File: config.mk
export PLATFORM = sky130hd
export DESIGN_NAME = step_rate_ramp_ctrl
export DESIGN_NICKNAME = d
export VERILOG_FILES = /design/src/rtl/motor_pkg.sv /design/src/rtl/half_period_timer.sv /design/src/rtl/step_rate_ramp_ctrl.sv
export SDC_FILE = /design/constraint.sdc
export NUM_CORES = 1
export LEC_CHECK = 0
export ABC_AREA = 1
export CELL_PAD_IN_SITES_DETAIL_PLACEMENT = 1
export CELL_PAD_IN_SITES_GLOBAL_PLACEMENT = 2
export CORE_ASPECT_RATIO = 0.9
export CORE_MARGIN = 1.5
export CORE_UTILIZATION = 31
export DETAILED_ROUTE_END_ITERATION = 7
export PLACE_DENSITY = 0.89
export RECOVER_POWER = 25
export SLEW_MARGIN = 0
export SYNTH_ARGS = -nofsm -noshare
export SYNTH_HDL_FRONTEND = slang
export SYNTH_SLANG_ARGS = --single-unit
File: constraint.sdc
create_clock -name clock_100Mhz -period 3.6 [get_ports clock_100Mhz]
set_input_delay 0.72 -clock clock_100Mhz [delete_from_list [all_inputs] [get_ports clock_100Mhz]]
set_output_delay 0.72 -clock clock_100Mhz [all_outputs]
set_load 0.01 [all_outputs]
File: src/rtl/motor_pkg.sv
// Shared types and default speed limits for the motor drive path.
package motor_pkg;

   typedef enum logic [1:0] {
      ST_IDLE   = 2'd0,
      ST_RAMP   = 2'd1,
      ST_CRUISE = 2'd2,
      ST_STOP   = 2'd3
   } ramp_state_t;

   localparam int DEF_CNT_W     = 22;
   localparam int DEF_PER_MIN   = 2000;
   localparam int DEF_PER_MAX   = 20000;
   localparam int DEF_RAMP_STEP = 100;

endpackage

File: src/rtl/half_period_timer.sv
// Half-period counter: counts 0..cur_period-1 and flags the terminal count.
// Latency: tc is combinational from the registered count; no backpressure, free-running while enabled.
// Disabled -> counter held at 0.
module half_period_timer #(
   parameter int CNT_W = 22
) (
   input  logic             clock_100Mhz,
   input  logic             reset,
   input  logic             enable,
   input  logic [CNT_W-1:0] cur_period,
   output logic             tc
);

   logic [CNT_W-1:0] cnt;

   assign tc = enable && (cnt == cur_period - CNT_W'(1));

   always_ff @(posedge clock_100Mhz or posedge reset) begin
      if (reset) begin
         cnt <= '0;
      end else if (!enable || tc) begin
         cnt <= '0;
      end else begin
         cnt <= cnt + CNT_W'(1);
      end
   end

endmodule

File: src/rtl/step_rate_ramp_ctrl.sv
// Motor step-rate controller: ramps the senal half-period linearly toward a commanded target.
// Latency: busy one cycle after command accept, first senal rise PER_MAX+1 cycles after accept.
// Backpressure: cmd_ready low while decelerating to stop, high otherwise.
module step_rate_ramp_ctrl
   import motor_pkg::*;
#(
   parameter int CNT_W     = DEF_CNT_W,
   parameter int PER_MIN   = DEF_PER_MIN,
   parameter int PER_MAX   = DEF_PER_MAX,
   parameter int RAMP_STEP = DEF_RAMP_STEP
) (
   input  logic             clock_100Mhz,
   input  logic             reset,
   input  logic             cmd_valid,
   output logic             cmd_ready,
   input  logic             cmd_run,
   input  logic [CNT_W-1:0] cmd_period,
   output logic             senal,
   output logic             busy,
   output logic             at_speed,
   output logic [CNT_W-1:0] cur_period
);

   localparam logic [CNT_W-1:0] P_MIN  = CNT_W'(PER_MIN);
   localparam logic [CNT_W-1:0] P_MAX  = CNT_W'(PER_MAX);
   localparam logic [CNT_W:0]   STEP_X = (CNT_W+1)'(RAMP_STEP);

   ramp_state_t      state, state_nxt;
   logic [CNT_W-1:0] target, target_nxt;
   logic [CNT_W-1:0] clamped, ramped;
   logic [CNT_W:0]   cur_x, tgt_x;
   logic             tc, cmd_acc;

   assign cmd_acc = cmd_valid && cmd_ready;

   half_period_timer #(.CNT_W(CNT_W)) u_timer (
      .clock_100Mhz (clock_100Mhz),
      .reset        (reset),
      .enable       (state != ST_IDLE),
      .cur_period   (cur_period),
      .tc           (tc)
   );

   always_comb begin
      clamped = cmd_period;
      if (cmd_period < P_MIN) begin
         clamped = P_MIN;
      end else if (cmd_period > P_MAX) begin
         clamped = P_MAX;
      end
   end

   // One extra bit keeps the step compare/add from wrapping near the ends of the range.
   always_comb begin
      cur_x  = {1'b0, cur_period};
      tgt_x  = {1'b0, target};
      ramped = cur_period;
      if (cur_x > tgt_x) begin
         ramped = (cur_x > tgt_x + STEP_X) ? CNT_W'(cur_x - STEP_X) : target;
      end else if (cur_x < tgt_x) begin
         ramped = (cur_x + STEP_X < tgt_x) ? CNT_W'(cur_x + STEP_X) : target;
      end
   end

   // An accepted command owns the transition in its cycle; TC-driven moves wait for the next TC.
   always_comb begin
      state_nxt  = state;
      target_nxt = target;
      unique case (state)
         ST_IDLE: begin
            if (cmd_acc && cmd_run) begin
               target_nxt = clamped;
               state_nxt  = (clamped == P_MAX) ? ST_CRUISE : ST_RAMP;
            end
         end
         ST_RAMP: begin
            if (cmd_acc) begin
               if (cmd_run) begin
                  target_nxt = clamped;
               end else begin
                  target_nxt = P_MAX;
                  state_nxt  = ST_STOP;
               end
            end else if (tc && (ramped == target)) begin
               state_nxt = ST_CRUISE;
            end
         end
         ST_CRUISE: begin
            if (cmd_acc) begin
               if (!cmd_run) begin
                  target_nxt = P_MAX;
                  state_nxt  = ST_STOP;
               end else if (clamped != target) begin
                  target_nxt = clamped;
                  state_nxt  = ST_RAMP;
               end
            end
         end
         ST_STOP: begin
            // Leave only on a falling edge so the final high phase is never truncated.
            if (tc && (ramped == P_MAX) && senal) begin
               state_nxt = ST_IDLE;
            end
         end
         default: state_nxt = ST_IDLE;
      endcase
   end

   always_ff @(posedge clock_100Mhz or posedge reset) begin
      if (reset) begin
         state      <= ST_IDLE;
         target     <= P_MAX;
         cur_period <= P_MAX;
         senal      <= 1'b0;
         cmd_ready  <= 1'b1;
         busy       <= 1'b0;
         at_speed   <= 1'b0;
      end else begin
         state  <= state_nxt;
         target <= target_nxt;
         if (state_nxt == ST_IDLE) begin
            cur_period <= P_MAX;
            senal      <= 1'b0;
         end else if (tc) begin
            cur_period <= ramped;
            senal      <= ~senal;
         end
         cmd_ready <= (state_nxt != ST_STOP);
         busy      <= (state_nxt != ST_IDLE);
         at_speed  <= (state_nxt == ST_CRUISE);
      end
   end

endmodule

== Yosys cells after proc, flatten, opt, wreduce, memory -nomap -nowiden ==
Cells that the tools add are included.
Word-level totals
  logic and storage cells: 77
  input port bits: 26
  output and inout bits: 26
  register bits: 72
Operators by class
  add/sub/neg operators: 5
  order comparisons: 6
  reduce and logical (&&, ||, !) cells: 15
  muxes and demuxes: 28
  bitwise operators: 1
  eq/ne operators: 14
Operators with widths (number)
  two-way mux 22 bit: 15
  case mux 22 bit (3 select lines): 1
  adder 22 x 7 -> 23 bit (second input constant): 2
  equality test 22 x 15 -> 1 bit (second input constant): 2
  equality test 22 bit: 2
  greater-than comparator 22 x 23 -> 1 bit: 1
  less-than comparator 23 x 22 -> 1 bit: 1
  adder 22 x 1 -> 22 bit (second input constant): 1
  greater-than comparator 22 x 15 -> 1 bit (second input constant): 1
  greater-than comparator 22 bit: 1
  less-than comparator 22 x 11 -> 1 bit (second input constant): 1
  less-than comparator 22 bit: 1
  inequality test 22 bit: 1
  subtractor 22 x 1 -> 22 bit (second input constant): 1
  subtractor 22 x 7 -> 22 bit (second input constant): 1
  two-way mux 2 bit: 9
  inequality test 2 bit (second input constant): 4
  case mux 2 bit (4 select lines): 1
  equality test 2 bit (second input constant): 3
  logical AND 1 bit: 6
  nonzero test 2 bit: 3
  AND reduction 5 bit: 1
  logical NOT 2 bit: 2
  inequality test 3 bit (second input constant): 1
  6 further kinds: 7

== Longest topological paths before layout ==
  depth in word-level cells: 12
  mapped depth: 38
  mapped depth without buffers: 36

== Cells and area by module ==
From an unflattened synthesis, not the netlist that was laid out.
Unflattened totals
  cells, all modules: 1513
  area, all modules: 9454.1 µm²
By module, submodules not included
  step_rate_ramp_ctrl: cells an instance 1165, times used 1, area each 7241.9 µm², sequential area each 1265.0 µm²
  half_period_timer: cells an instance 348, times used 1, area each 2212.1 µm², sequential area each 550.5 µm²

== Worst setup path before layout ==
Ideal clock, no wire load.
  path kind: reg-to-reg
  from: register target[5]
  to: register cur_period[0]
  required time: 3.487 ns
  arrival: 3.817 ns
  cell stages (with the launch flop): 29
  setup time: 0.113 ns
  clock period less this slack: 3.930 ns
  buffers on the path: 2
  setup slack: -0.330 ns
  cell sequence: dfstp_2 -> nor2_2 -> a21oi_1 -> nand3_1 -> nor2_1 -> nand3_1 -> nor2_1 -> nand2_1 -> xor2_1 -> ha_1 -> inv_1 -> nor4_1 -> nand4_1 -> buf_2 -> nand3_1 -> nor2_1 -> nor2_1 -> o21ai_1 -> nor3_1 -> nand3_1 -> nor2_1 -> nand2_1 -> a21oi_1 -> nand2_1 -> nand2_2 -> nand3_4 -> buf_6 -> nand2_1 -> inv_1
Between the ends
  cells in the longest elaborated chain, start to end: 11
  elaborated cells on any way between the ends: 26
  those cells by class: add/sub: 1; order compare: 4; eq/ne: 3; mux: 13; reduce/logical: 5
Ends and longest elaborated chain
  start, declared: RTL line step_rate_ramp_ctrl.sv:29  | logic [CNT_W-1:0] target, target_nxt;
  start signal, assigned: RTL line step_rate_ramp_ctrl.sv:120  | target <= target_nxt;
  adder 22 x 7 -> 23 bit / less-than comparator 23 x 22 -> 1 bit (equally long branches): RTL line step_rate_ramp_ctrl.sv:59, step_rate_ramp_ctrl.sv:61
  greater-than comparator 22 x 23 -> 1 bit / two-way mux 22 bit (equally long branches): RTL line step_rate_ramp_ctrl.sv:59, step_rate_ramp_ctrl.sv:61
  two-way mux 22 bit (on tied branches): RTL line step_rate_ramp_ctrl.sv:59, step_rate_ramp_ctrl.sv:60
  two-way mux 22 bit: RTL line step_rate_ramp_ctrl.sv:58  | if (cur_x > tgt_x) begin
  equality test 22 bit / equality test 22 x 15 -> 1 bit (equally long branches): RTL line step_rate_ramp_ctrl.sv:84, step_rate_ramp_ctrl.sv:101
  logical AND 1 bit (on tied branches): RTL line step_rate_ramp_ctrl.sv:84, step_rate_ramp_ctrl.sv:101
  two-way mux 2 bit / logical AND 1 bit (equally long branches): RTL line step_rate_ramp_ctrl.sv:84, step_rate_ramp_ctrl.sv:101
  two-way mux 2 bit (on tied branches): RTL line step_rate_ramp_ctrl.sv:77, step_rate_ramp_ctrl.sv:101
  case mux 2 bit (4 select lines): RTL line step_rate_ramp_ctrl.sv:69  | unique case (state)
  logical NOT 2 bit: RTL line step_rate_ramp_ctrl.sv:121  | if (state_nxt == ST_IDLE) begin
  two-way mux 22 bit / nonzero test 2 bit (equally long branches)
  end signal, assigned: RTL line step_rate_ramp_ctrl.sv:125  | cur_period <= ramped;
  end, declared: RTL line step_rate_ramp_ctrl.sv:21  | output logic [CNT_W-1:0] cur_period
Several ways; a longest one is shown, not always the timed one. The select of a mux whose other input is x is not followed.
A chain may end at the register's enable or synchronous reset.

== Final worst setup path ==
  from: register cur_period[5]
  to: register cur_period[13]
Between the ends
  cells in the longest elaborated chain, start to end: 12
  elaborated cells on any way between the ends: 26
  those cells by class: add/sub: 3; order compare: 4; eq/ne: 3; mux: 10; reduce/logical: 6
Ends and longest elaborated chain
  adder 22 x 7 -> 23 bit: RTL line step_rate_ramp_ctrl.sv:61  | ramped = (cur_x + STEP_X < tgt_x) ? CNT_W'(cur_x + STEP_X) : target;
  less-than comparator 23 x 22 -> 1 bit: RTL line step_rate_ramp_ctrl.sv:61
  two-way mux 22 bit: RTL line step_rate_ramp_ctrl.sv:61
  two-way mux 22 bit: RTL line step_rate_ramp_ctrl.sv:60  | end else if (cur_x < tgt_x) begin
  two-way mux 22 bit: RTL line step_rate_ramp_ctrl.sv:58
  equality test 22 bit / equality test 22 x 15 -> 1 bit (equally long branches): RTL line step_rate_ramp_ctrl.sv:84, step_rate_ramp_ctrl.sv:101
  logical AND 1 bit (on tied branches): RTL line step_rate_ramp_ctrl.sv:84, step_rate_ramp_ctrl.sv:101
  two-way mux 2 bit / logical AND 1 bit (equally long branches): RTL line step_rate_ramp_ctrl.sv:84, step_rate_ramp_ctrl.sv:101
  two-way mux 2 bit (on tied branches): RTL line step_rate_ramp_ctrl.sv:77, step_rate_ramp_ctrl.sv:101
  case mux 2 bit (4 select lines): RTL line step_rate_ramp_ctrl.sv:69
  logical NOT 2 bit: RTL line step_rate_ramp_ctrl.sv:121
  two-way mux 22 bit / nonzero test 2 bit (equally long branches)
Several ways; a longest one is shown, not always the timed one. The select of a mux whose other input is x is not followed.

==> results by group <==
GRT
  • Antenna violations before repair: 0
  • GRT overflow: 0
  • Tot GR Track Use: 28.2%
  • Vias in the first global route: 11600
  • Pin count of the biggest net entering global routing: 32
  • First-pass GRT wire length: 64100 um

Yosys
  • XOR/XNOR Fraction of Synth Area: 8.22%
  • Synthesized area: 8740 um^2
  • Sequential-to-total area share from yosys stat: 20.8%
  • Async set-reset flop share out of synthesis: 100%
  • Compound-Gate Fraction of Synth Area: 8.23%
  • Synth Area in Simple Gates: 40.5%
  • Cells after synthesis: 1380
  • EDFF count, synth: 0
  • Syn avg cell area: 6.33 um^2
  • Cell variety after synth: 50
  • Ys flop type: dfrtp_1
  • Syn nets: 1479
  • Adder-cell share of the synthesized area: 10.5%
  • Largest family of logic cells by synthesized area: simple AND/OR/NAND/NOR gates
  • Synth Register Bits: 72
  • Multiplexer area fraction after synthesis: 1.06%
  • Synth warn: 0

Clocking
  • Latest clock arrival within the worst-skew pair: 0.38 ns
  • H-tree levels: 3
  • CTS tree: done
  • CTS root buf: clkbuf_16
  • Number of CTS-inserted buffers: 9
  • Sink Count: 72
  • Worst-case clock buffer depth: 2
  • Worst-path clk slew: 0.09 ns
  • CTS Hold Bufs: 0

Timing
  • Final setup fails: 28
  • Max Fclk: 195 MHz
  • Slew Viols, Final: 30
  • Final Hold Viols: 0
  • Worst-margin pin slew: 1.60 ns
  • RSZ-0062 raised after global routing: true
  • Final Cycle Share: 143%
  • Worst setup margin: -1.53 ns
  • TNS Setup: -40.14 ns
  • Worst clock skew: 0.0175 ns
  • Time the worst path needs with I/O delays and setup: 5.13 ns
  • Slew headroom: -6.95%

Min path
  • Worst Hold Class: reg -> reg
  • Worst hold start: u_timer.cnt[0]

Run
  • Max-cap violations: 1

Die
  • Core ar.: 27800 um^2
  • Row count: 58
  • Die Span Y: 162 um
  • Starting Density: 31.4%
  • I/O pin count: 52
  • Die ar.: 29200 um^2
  • Die width: 180 um

Critical path
  • Worst path max stage delay: 0.60 ns
  • Startpoint Class: register
  • Crit. End Element: register
  • Worst Setup Path Type: reg -> reg
  • Critical path's slowest cell: dfstp_2
  • Crit path arrival time: 5.38 ns
  • Setup crit start: cur_period[5]
  • CP max FO: 20
  • Worst endpoint required time: 3.85 ns
  • Reg-to-reg startpoint: cur_period[5]
  • Crit-path most repeated cell: nand2_1

Status
  • Failing checks: capacitance limit, slew limit, setup timing
  • Status: complete, but fails checks

Detailed routing
  • 1st-iter DRT viols: 926
  • WL per Instance: 20.7 um
  • Pre-antenna DRT Iters: 5
  • Final wirelength: 43700 um
  • Via count: 11500
  • Remaining antenna violation count: 0
  • Drt drc: 0
  • Vias per cell: 5.43

Power and ir drop
  • Leak pwr: 6.82 nW
  • VDD IR-drop max: 0.478 mV
  • PD cells: 687 nW/um^2

Finish
  • Layout cell share with drive strength beyond 1: 31.4%
  • Fill cell total of the finished layout: 3593
  • Synthesis-to-layout area growth: 50.7%
  • Final core utilization: 47.4%
  • Post-Layout Cell Count: 2109
  • Nets: 1843
  • # diodes: 0

Placed design
  • Final GP Congestion: 1.03
  • Port bufs: 51
  • Hpwl dp: 32000 um
  • Dpl cells: 2065
[registers in the layout (all words and copies together), names as in the netlist]
| register | count |
|---|---|
| state | 2 |
| at_speed | 1 |
| cmd_ready | 1 |
| u_timer.cnt | 22 |
| busy | 1 |
| cur_period | 22 |
| senal | 1 |
| target | 22 |
[logic make-up (layout without fill, tap and decap cells)]
| group | count (synthesis) | count (layout) |
|---|---|---|
| and+or+nand+nor | 782 | 783 |
| buffers and inverters | 227 | 595 |
| AOI/OAI and AO/OA | 135 | 135 |
| xor gates and xnor gates | 82 | 82 |
| adders and majority gates | 73 | 73 |
| DFF | 72 | 72 |
| muxes | 9 | 9 |
[where the power goes]
part	switching (mW)	internal (mW)	total [mW]	leakage (nW)
clock	0.493	0.490	0.984	0.145
sequential	0.0714	0.896	0.967	0.957
combinational	4.14	2.96	7.10	5.72
[area by class of cell]
cell class	instances	area (um^2)	area share (%)
Multi-Input combinational cell	1082	6630	50.3
Timing Repair Buffer	394	3280	24.9
Sequential cell	72	1820	13.8
Inverter	185	701	5.32
Tap cell	360	450	3.42
Clock buffer	9	225	1.71
Clock inverter	7	66.3	0.504
[Yosys cell counts, types with 3 or more instances]
library cell | instances | area (um^2)
nand3_1 | 139 | 696
dfrtp_1 | 61 | 1530
buf_6 | 8 | 90.1
nor4_1 | 4 | 25.0
o21ai_0 | 51 | 255
inv_1 | 173 | 649
a21oi_1 | 64 | 320
nand2_4 | 3 | 33.8
ha_1 | 73 | 913
and3_1 | 3 | 18.8
nand3b_1 | 8 | 60.1
xor2_1 | 70 | 613
o211ai_1 | 4 | 30.0
clkbuf_1 | 14 | 52.6
mux2i_1 | 7 | 70.1
dfstp_2 | 11 | 289
buf_1 | 3 | 11.3
a31oi_1 | 3 | 18.8
nand3_2 | 4 | 40.0
nand2_1 | 346 | 1300
inv_2 | 6 | 22.5
nor2_1 | 161 | 604
nor2_4 | 3 | 33.8
nor3_1 | 29 | 145
nor3_2 | 4 | 40.0
xnor2_1 | 12 | 105
clkinv_1 | 6 | 22.5
nand2_2 | 8 | 50.1
nand4_1 | 44 | 275
buf_2 | 16 | 80.1
nor3b_1 | 9 | 67.6
nor2_2 | 9 | 56.3
[critical path, delay by kind of cell, from the launching register on]
kind / cells / cell delay, ns
flip-flops: 1 / 0.60
adder cells (fa/ha/maj): 1 / 0.33
XOR/XNOR: 1 / 0.17
buffers and inverters: 4 / 0.64
AND/OR/NAND/NOR: 31 / 3.29
[per-stage QoR]
stage	hold WS [ns]	setup slack, ns	cell area, um^2	power, mW
3_3_place_gp	0.501	-1.09	12000	6.19
4_1_cts	0.539	-1.03	12700	8.02
5_1_grt	0.574	-1.70	13200	9.40
6_report	0.530	-1.53	13200	9.05
2_1_floorplan	0.473	-0.277	8790	3.73
3_5_place_dp	0.529	-1.30	12000	6.35
[final timing paths]
check | end | slack [ns] | cells after the start
setup reg to reg | cur_period[13] | -1.53 | 37
max in group asynchronous | u_timer.cnt[12] | 1.10 | 3
hold / removal | u_timer.cnt[0] | 0.53 | 1
hold reg to reg | u_timer.cnt[0] | 0.53 | 1
setup / recovery | cur_period[13] | -1.53 | 37
min in group asynchronous | cur_period[20] | 1.17 | 2
[repair_timing]
| action | 4_1_cts | 5_1_grt |
|---|---|---|
| endpoints found under the setup margin | 28 | 49 |
| buffers inserted | 10 | 14 |
| gates resized for setup | 81 | 89 |
| pin swaps | 9 | 51 |
| cloned | 3 | 1 |
[placed cells by master, fill, tap and decap left out, types with 39 or more instances in the layout]
cell | netlist | routed
a21oi_1 | 64 | 59
buf_4 | 1 | 321
clkdlybuf4s50_1 | 0 | 50
dfrtp_1 | 61 | 61
ha_1 | 73 | 70
inv_1 | 173 | 158
nand2_1 | 346 | 304
nand2_2 | 8 | 39
nand3_1 | 139 | 108
nand4_1 | 44 | 44
nor2_1 | 161 | 143
o21ai_0 | 51 | 44
xor2_1 | 70 | 67
[layer usage]
layer / vias to the layer above / GRT usage [%] / wire, um
li1: 5196 / - / -
met1: 5630 / 36.4 / 18600
met2: 487 / 46.0 / 20100
met3: 144 / 4.91 / 3080
met4: 0 / 13.1 / 1890
met5: - / 0 / 0
No activity file was read; power rests on OpenSTA's default activity.
